<file path="src/rtl/wb_mult5_pkg.sv">
// Shared constants for the Wishbone 5x5 multiplier slave.
// Contents: register word indices, bit-field positions, datapath widths and FSM states.
package wb_mult5_pkg;

    localparam int OPERAND_W = 5;
    localparam int RESULT_W  = 10;
    localparam int OPS_W     = 2 * OPERAND_W;
    localparam int CNT_W     = 3;

    // Word indices, i.e. byte offset [7:2]
    localparam logic [5:0] REG_OPERANDS = 6'h00;
    localparam logic [5:0] REG_CTRL     = 6'h01;
    localparam logic [5:0] REG_STATUS   = 6'h02;
    localparam logic [5:0] REG_RESULT   = 6'h03;

    localparam int OP_A_LSB         = 0;
    localparam int OP_B_LSB         = OPERAND_W;
    localparam int CTRL_START_BIT   = 0;
    localparam int CTRL_IRQ_EN_BIT  = 1;
    localparam int STATUS_BUSY_BIT  = 0;
    localparam int STATUS_DONE_BIT  = 1;

    typedef enum logic {
        ST_IDLE = 1'b0,
        ST_RUN  = 1'b1
    } mult_state_e;

endpackage

</file>
<file path="src/rtl/mult5_seq.sv">
// Sequential shift-add multiplier: one partial product per cycle over five cycles.
// start is honoured only in IDLE; done pulses for one cycle as result updates.
module mult5_seq
    import wb_mult5_pkg::*;
(
    input  logic                 clk,
    input  logic                 rst,
    input  logic                 start,
    input  logic [OPERAND_W-1:0] a,
    input  logic [OPERAND_W-1:0] b,
    output logic                 busy,
    output logic                 done,
    output logic [RESULT_W-1:0]  result
);

    mult_state_e          state_q;
    logic [CNT_W-1:0]     cnt_q;
    logic [OPERAND_W-1:0] a_q;
    logic [OPERAND_W-1:0] b_q;
    logic [RESULT_W-1:0]  acc_q;
    logic [RESULT_W-1:0]  addend;
    logic [RESULT_W-1:0]  acc_next;

    assign addend   = a_q[cnt_q] ? ({{OPERAND_W{1'b0}}, b_q} << cnt_q) : '0;
    assign acc_next = acc_q + addend;
    assign busy     = (state_q == ST_RUN);

    // NOTE: state registers use non-blocking assignments so every flop samples pre-edge values.
    always_ff @(posedge clk) begin
        if (rst) begin
            state_q <= ST_IDLE;
            cnt_q   <= '0;
            a_q     <= '0;
            b_q     <= '0;
            acc_q   <= '0;
            result  <= '0;
            done    <= 1'b0;
        end else begin
            done <= 1'b0;
            case (state_q)
                ST_IDLE: begin
                    if (start) begin
                        a_q     <= a;
                        b_q     <= b;
                        acc_q   <= '0;
                        cnt_q   <= '0;
                        state_q <= ST_RUN;
                    end
                end
                ST_RUN: begin
                    acc_q <= acc_next;
                    cnt_q <= cnt_q + 3'd1;
                    if (cnt_q == 3'(OPERAND_W - 1)) begin
                        result  <= acc_next;
                        done    <= 1'b1;
                        cnt_q   <= '0;
                        state_q <= ST_IDLE;
                    end
                end
                default: state_q <= ST_IDLE;
            endcase
        end
    end

endmodule

</file>
<file path="src/rtl/wb_mult5_slave.sv">
// Wishbone classic slave fronting the 5x5 multiplier.
// Holds the bus decode and the OPERANDS/CTRL/STATUS registers; arithmetic lives in mult5_seq.
module wb_mult5_slave
    import wb_mult5_pkg::*;
#(
    parameter logic [31:0] BASE_ADDR = 32'h3000_0000
) (
    input  logic        wb_clk_i,
    input  logic        wb_rst_i,
    input  logic        wbs_cyc_i,
    input  logic        wbs_stb_i,
    input  logic        wbs_we_i,
    input  logic [3:0]  wbs_sel_i,
    input  logic [31:0] wbs_adr_i,
    input  logic [31:0] wbs_dat_i,
    output logic [31:0] wbs_dat_o,
    output logic        wbs_ack_o,
    output logic        irq_o
);

    logic                in_window;
    logic                wr_en;
    logic [5:0]          reg_idx;
    logic [OPS_W-1:0]    operands_q, operands_d;
    logic                irq_en_q, irq_en_d;
    logic                done_q, done_d;
    logic                seq_start, seq_busy, seq_done;
    logic [RESULT_W-1:0] seq_result;
    logic [31:0]         rdata;
    logic                unused_bits;

    // The ~ack term forces a dead cycle after every ack, so each request is taken once.
    assign in_window = wbs_cyc_i & wbs_stb_i & ~wbs_ack_o
                     & (wbs_adr_i[31:8] == BASE_ADDR[31:8]);
    assign reg_idx   = wbs_adr_i[7:2];
    assign wr_en     = in_window & wbs_we_i;
    assign seq_start = wr_en && (reg_idx == REG_CTRL) && wbs_sel_i[0]
                     && wbs_dat_i[CTRL_START_BIT];
    assign unused_bits = ^{wbs_sel_i[3:2], wbs_adr_i[1:0], wbs_dat_i[31:OPS_W]};

    // NOTE: every always_comb output gets a default first so no path can infer a latch.
    always_comb begin
        operands_d = operands_q;
        irq_en_d   = irq_en_q;
        done_d     = done_q;
        if (wr_en && wbs_sel_i[0]) begin
            case (reg_idx)
                REG_OPERANDS: operands_d[7:0] = wbs_dat_i[7:0];
                REG_CTRL:     irq_en_d = wbs_dat_i[CTRL_IRQ_EN_BIT];
                REG_STATUS:   if (wbs_dat_i[STATUS_DONE_BIT]) done_d = 1'b0;
                default: ;
            endcase
        end
        if (wr_en && wbs_sel_i[1] && (reg_idx == REG_OPERANDS))
            operands_d[OPS_W-1:8] = wbs_dat_i[OPS_W-1:8];
        if (seq_start && !seq_busy)
            done_d = 1'b0;
        // Completion outranks any clear landing on the same edge.
        if (seq_done)
            done_d = 1'b1;
    end

    always_comb begin
        rdata = '0;
        case (reg_idx)
            REG_OPERANDS: rdata[OPS_W-1:0] = operands_q;
            REG_CTRL:     rdata[CTRL_IRQ_EN_BIT] = irq_en_q;
            REG_STATUS: begin
                rdata[STATUS_BUSY_BIT] = seq_busy;
                rdata[STATUS_DONE_BIT] = done_q;
            end
            REG_RESULT:   rdata[RESULT_W-1:0] = seq_result;
            default: ;
        endcase
    end

    always_ff @(posedge wb_clk_i) begin
        if (wb_rst_i) begin
            operands_q <= '0;
            irq_en_q   <= 1'b0;
            done_q     <= 1'b0;
            irq_o      <= 1'b0;
            wbs_ack_o  <= 1'b0;
            wbs_dat_o  <= '0;
        end else begin
            operands_q <= operands_d;
            irq_en_q   <= irq_en_d;
            done_q     <= done_d;
            irq_o      <= done_d & irq_en_d;
            wbs_ack_o  <= in_window;
            wbs_dat_o  <= in_window ? rdata : '0;
        end
    end

    mult5_seq u_seq (
        .clk    (wb_clk_i),
        .rst    (wb_rst_i),
        .start  (seq_start),
        .a      (operands_q[OP_A_LSB +: OPERAND_W]),
        .b      (operands_q[OP_B_LSB +: OPERAND_W]),
        .busy   (seq_busy),
        .done   (seq_done),
        .result (seq_result)
    );

endmodule

</file>
<file path="config.mk">
export PLATFORM = sky130hd
export DESIGN_NAME = wb_mult5_slave
export DESIGN_NICKNAME = d
export VERILOG_FILES = /design/src/rtl/wb_mult5_pkg.sv /design/src/rtl/mult5_seq.sv /design/src/rtl/wb_mult5_slave.sv
export SDC_FILE = /design/constraint.sdc
export NUM_CORES = 1
export LEC_CHECK = 0
export ABC_CLOCK_PERIOD_IN_PS = 3200
export CORE_MARGIN = 4
export CORE_UTILIZATION = 45
export DETAILED_ROUTE_END_ITERATION = 16
export MAX_ROUTING_LAYER = met4
export PLACE_DENSITY = 0.78
export SETUP_SLACK_MARGIN = 0.4
export SYNTH_ARGS = -nofsm -noshare
export SYNTH_HDL_FRONTEND = slang
export SYNTH_SLANG_ARGS = --single-unit
export TNS_END_PERCENT = 30
</file>
<file path="constraint.sdc">
create_clock -name wb_clk_i -period 3.2 [get_ports wb_clk_i]
set_input_delay 0.48 -clock wb_clk_i [delete_from_list [all_inputs] [get_ports wb_clk_i]]
set_output_delay 0.48 -clock wb_clk_i [all_outputs]
set_load 0.01 [all_outputs]
</file>
After elaboration in Yosys (flattened, before gate mapping)
Index checks and enable logic that the tools add are counted.

Register bits: 81. Bits of input ports: 73. Output and inout port bits: 34. Logic and storage cells: 69.

$add $sub $neg: 2. $lt $le $gt $ge: 1. Eq/ne operators: 6. Shift-type cells: 1. Multiplexer cells: 22. Bitwise gates (word level): 8. Reduce and logical (&&, ||, !) cells: 14.

Operators by type and width (count): == test 24 x 22 -> 1 bit, second input constant (1); 2-to-1 mux 10 bit (2); one-hot mux 10 bit (2 select lines) (1); one-hot mux 8 bit (2 select lines) (1); == test 6 x 2 -> 1 bit, second input constant (2); 2-to-1 mux 1 bit (11); adder 10 bit (1); << shifter 5 x 3 -> 10 bit (1); logical AND 1 bit (7); == test 6 x 1 -> 1 bit, second input constant (1); zero test 6 bit (1); 2-to-1 mux 3 bit (2); one-hot mux 3 bit (2 select lines) (1); AND reduction 2 bit (3); AND 1 bit (5); < comparator 3 x 4 -> 1 bit, second input constant (1); one-hot mux 1 bit (4 select lines) (1); OR reduction 2 bit (2); adder 3 x 1 -> 3 bit, second input constant (1); binary-select mux 1 bit (select 3 bit) (1); == test 3 bit, second input constant (1); inverter 1 bit (3); one-hot mux 1 bit (3 select lines) (1); inequality test 2 bit, second input constant (1); 2 further kinds (2).

Logic depth before layout (Yosys ltp)
Depth in word-level cells: 11. Gate-level depth with buffers: 12. Mapped depth without buffers: 11.

Modules after synthesis
Synthesis repeated with hierarchy kept, for this count alone.

Cell total of the unflattened synthesis: 378. Area total of the unflattened synthesis: 3146.8 µm².

Modules (own cells, without submodules): mult5_seq (instances 1, cells an instance 252, area an instance 1965.6 µm², seq. area each 700.7 µm²); wb_mult5_slave (instances 1, cells an instance 126, area an instance 1181.1 µm², seq. area each 480.5 µm²).

Worst setup path after synthesis
OpenSTA, ideal clock, no wires.

Path type: register to register. Start: register u_seq.cnt_q[0]. End: register u_seq.acc_q[9]. Setup time: 74 ps. Data arrival time: 2664 ps. Data required time: 3126 ps. Setup slack: 462 ps. Stages on the path, launching flop included: 13. Buffers on the path: 1. Period minus slack after synthesis: 2738 ps. Cell sequence: dfxtp_1 > clkbuf_1 > mux2_2 > nor2_1 > a211oi_1 > a31oi_1 > nor2_1 > ha_1 > nor3_1 > nor2_1 > a311o_1 > or2_2 > a31oi_1.

Word-level cells in the longest chain between the ends: 5. Elaborated cells between the ends (all ways): 6. Those cells by class: add/sub: 1; shift: 1; mux: 4.

RTL lines: start, declared (RTL line mult5_seq.sv:17) `logic [CNT_W-1:0] cnt_q;`; start signal, assigned (RTL line mult5_seq.sv:52) `cnt_q <= cnt_q + 3'd1;`; binary-select mux 1 bit (select 3 bit) (RTL line mult5_seq.sv:24) `assign addend = a_q[cnt_q] ? ({{OPERAND_W{1'b0}}, b_q} << cnt_q) : '0;`; 2-to-1 mux 1 bit (implied by the code) (RTL line mult5_seq.sv:24); 2-to-1 mux 10 bit * (RTL line mult5_seq.sv:24); adder 10 bit * (RTL line mult5_seq.sv:25) `assign acc_next = acc_q + addend;`; one-hot mux 10 bit (2 select lines) * (RTL line mult5_seq.sv:40) `case (state_q)`; end signal, assigned (RTL line mult5_seq.sv:51) `acc_q <= acc_next;`; end, declared (RTL line mult5_seq.sv:20) `logic [RESULT_W-1:0] acc_q;`.

Mark *: on every way between the ends. The rest lies on a longest branch, timed or not. The select of a mux whose other input is x is not followed. A chain may end at the register's enable or synchronous reset.

Worst setup path after layout
Start: register u_seq.cnt_q[0]. End: register u_seq.acc_q[5].

Same word-level chain as after synthesis.

==> qor.yml <==
status:
  status: "completed"
grt:
  grt_overflow: 0
  first_global_vias: 2550
  grt_max_degree: 33
  grt_pass1_wl_mm: 12.7
  grt_antenna_before_repair: 0
  track_usage: 0.196
floorplanning:
  die_y_um: 90.8
  rows: 29
  die_w_um: 90.8
  ios: 107
  initial_core_util: 0.475
  coreArea_mm2: 0.00649
  die_area_mm2: 0.00824
clock_network:
  cts.sinks: 59
  cts_hold_buf: 0
  clk_latency_ps: 340
  cts_tree: "done"
  root_buffer: "clkbuf_8"
  h-tree-depth: 3
  clk_pin_slew_worst_paths_ps: 70
  clock_path_buffers: 2
  numCtsBuffers: 9
worst_setup_path:
  worst_path_largest_cell_delay_ps: 530
  timing.critical_path.depth: 10
  critPathRequiredTime_ps: 3430
  worstPathMaxFanout: 5
  reg2reg_depth: 10
  path_class: "flop to flop"
  slowest_stage: "mux4_2"
  worstPathCellList: "mux4_2 > nand2b_4 > nand2b_4 > inv_1 > ha_1 > a211oi_2 > o21bai_1 > a21oi_2 > mux2_2 > a31o_2"
  worstPathArrival_ps: 2980
  crit_top_cell: "nand2b_4"
  end_kind: "flop"
  cp_top_family: "multiplexers"
  r2r_slack_ps: 450
  cp_num_buf_inv: 1
  worstSetupStartpointType: "flop"
timing:
  worst_slew_pin_slew_ps: 977
  min_period_ps: 2750
  slew_viol_final: 0
  slew_headroom: 0.346
  setup_violations: 0
  final_hold_viol_count: 0
  finalCritPeriodShare: 0.860
  clock_skew_ps: 10.4
  tns_ps: 0
  hold_ws_ps: 475
  rsz0062_at_grt: "true"
  fmax_mhz: 363
routing:
  vias: 2651
  wl_per_cell_um: 16.0
  drt-initial-drc-count: 130
  drc: 0
  ant_nets: 0
  via_per_inst: 5.49
  routed_wl_mm: 7.72
  drt_pass1_iterations: 4
finish:
  drive_gt1_frac: 0.123
  antenna_cells: 0
  nNetsFinal: 486
  syn_to_final_growth_pct: 29.0
  fill_cells: 534
logic_synthesis:
  synthesis.area_mm2: 0.00308
  syn_area_per_cell_um2: 9.12
  ys_seq_area_frac: 0.383
  synth-edff-count: 0
  synth-async-reset-ratio: 0
  synthFlopType: "dfxtp_1"
  ys_ff_latch: 59
  ys_warn_count: 0
  yosysUniqueCellTypes: 55
  netlist_instances: 338
power:
  static-leakage-power_nw: 1.50
  ir_drop_uv: 188
  powerDensity_mw_per_mm2: 403
place:
  place_congestion: 0.935
  portBuffers: 58
  dp_hpwl_mm: 5.78
job:
  maxCapViolations: 0
min_path:
  hold_class: "flop to flop"
  hold_depth: 2
worst paths after layout:
| kind | from | endpoint |
|---|---|---|
| setup / recovery | u_seq.cnt_q[0]$_SDFFE_PP0P_ | u_seq.acc_q[5]$_SDFFE_PP0P_ |
| hold reg to reg | u_seq.result[1]$_SDFFE_PP0P_ | u_seq.result[1]$_SDFFE_PP0P_ |
| setup reg to reg | u_seq.cnt_q[0]$_SDFFE_PP0P_ | u_seq.acc_q[5]$_SDFFE_PP0P_ |
| hold / removal | u_seq.result[1]$_SDFFE_PP0P_ | u_seq.result[1]$_SDFFE_PP0P_ |
cell type report:
| type | count | area (um2) | area share |
|---|---|---|---|
| multi-input cells | 253 | 1780 | 0.446 |
| flip-flops and latches | 59 | 1190 | 0.298 |
| repair buffers | 68 | 656 | 0.165 |
| clock buffers | 12 | 155 | 0.0390 |
| well taps | 77 | 96.3 | 0.0242 |
| clock inverters | 4 | 72.6 | 0.0182 |
| inverters | 10 | 37.5 | 0.00943 |
flip-flops by register name (all words and copies together), names as in the netlist:
register and flops:
done_q 1, irq_en_q 1, irq_o 1, operands_q 10, u_seq.a_q 5, u_seq.acc_q 10, u_seq.b_q 5, u_seq.busy 1
u_seq.cnt_q 3, u_seq.done 1, u_seq.result 10, wbs_ack_o 1, wbs_dat_o 10
cell usage after synthesis (2+ instances only):
library cell  instances  share of area
a31oi_1               4         0.0081
xnor2_1               5          0.014
nand3_1               6         0.0097
a32o_1                5          0.016
nor3b_1               3         0.0073
a21oi_1              11          0.018
inv_1                10          0.012
nand4b_1              2         0.0057
a22o_1               10          0.028
xor2_1                3         0.0085
clkbuf_1             12          0.015
buf_1                 2         0.0024
a211oi_1              2         0.0049
ha_1                 11          0.045
nor3_1                7          0.011
buf_4                22          0.054
and2_1                2         0.0041
dfxtp_1              59           0.38
and3_1                4         0.0081
o21ai_0               6         0.0097
nor2b_1               3         0.0061
nand2_1              17          0.021
nand2b_1              2         0.0041
a22oi_1               9          0.022
nor4b_1               2         0.0057
mux2i_1              25          0.081
a21o_1                3         0.0073
mux4_2                2          0.015
nor4_1                7          0.014
mux2_2                4          0.015
nand3b_1              5          0.012
o211a_1               2         0.0065
nor2_1               49          0.060
power by group:
group	switching, W	internal [W]	leakage [nW]
Clock	0.000296	0.000480	0.113
Combinational	0.0000399	0.0000555	0.907
Sequential	0.000000000000148	0.000733	0.476
Total	0.000336	0.00127	1.50
layout by cell type, fill, tap and decap left out, drive strengths merged, types with 11 or more instances in the layout:
cell	instances
dfxtp	59
clkdlybuf4s50	58
nor2	49
mux2i	25
conb	22
nand2	17
clkbuf	12
a21oi	11
ha	11
tightest hold or removal path: stages (launching register included):
cell     delay, ps
dfxtp_1        320
nand2_1         60
o31ai_1         50
repair_timing:
action / in CTS / in global routing
setup endpoints to repair: 4 / 4
setup buffers: 0 / 3
pin swaps: 3 / 5
gates resized for setup: 6 / 9
metrics by stage:
| step | total power (W) | worst slack, ps | util | instances | instance area, um2 |
|---|---|---|---|---|---|
| finish | 0.00160 | 448 | 0.613 | 483 | 3980 |
| global route | 0.00166 | 351 | 0.613 | 483 | 3980 |
| CTS | 0.00162 | 403 | 0.604 | 480 | 3920 |
| detailed placement | 0.000845 | 195 | 0.566 | 464 | 3670 |
| global placement | 0.000844 | 246 | 0.566 | 464 | 3670 |
| floorplan | 0.000801 | 462 | - | 359 | 3160 |
logic make-up after synthesis:
kind of cell,synth area share
and+or+nand+nor,0.198
xor gates and xnor gates,0.0227
buffers and inverters,0.0844
adders and majority gates,0.0511
other,0.00122
muxes,0.110
AOI/OAI and AO/OA,0.149
DFF,0.383
per-layer routing:
layer | vias to the layer above | global-route usage | share of wire
met1 | 1224 | 0.227 | 0.44
met5 | - | - | 0
met4 | 0 | 0.0817 | 0.024
met3 | 17 | 0.0708 | 0.077
li1 | 1305 | - | -
met2 | 105 | 0.309 | 0.46
Note: power is estimated with default switching activity, not from simulation.
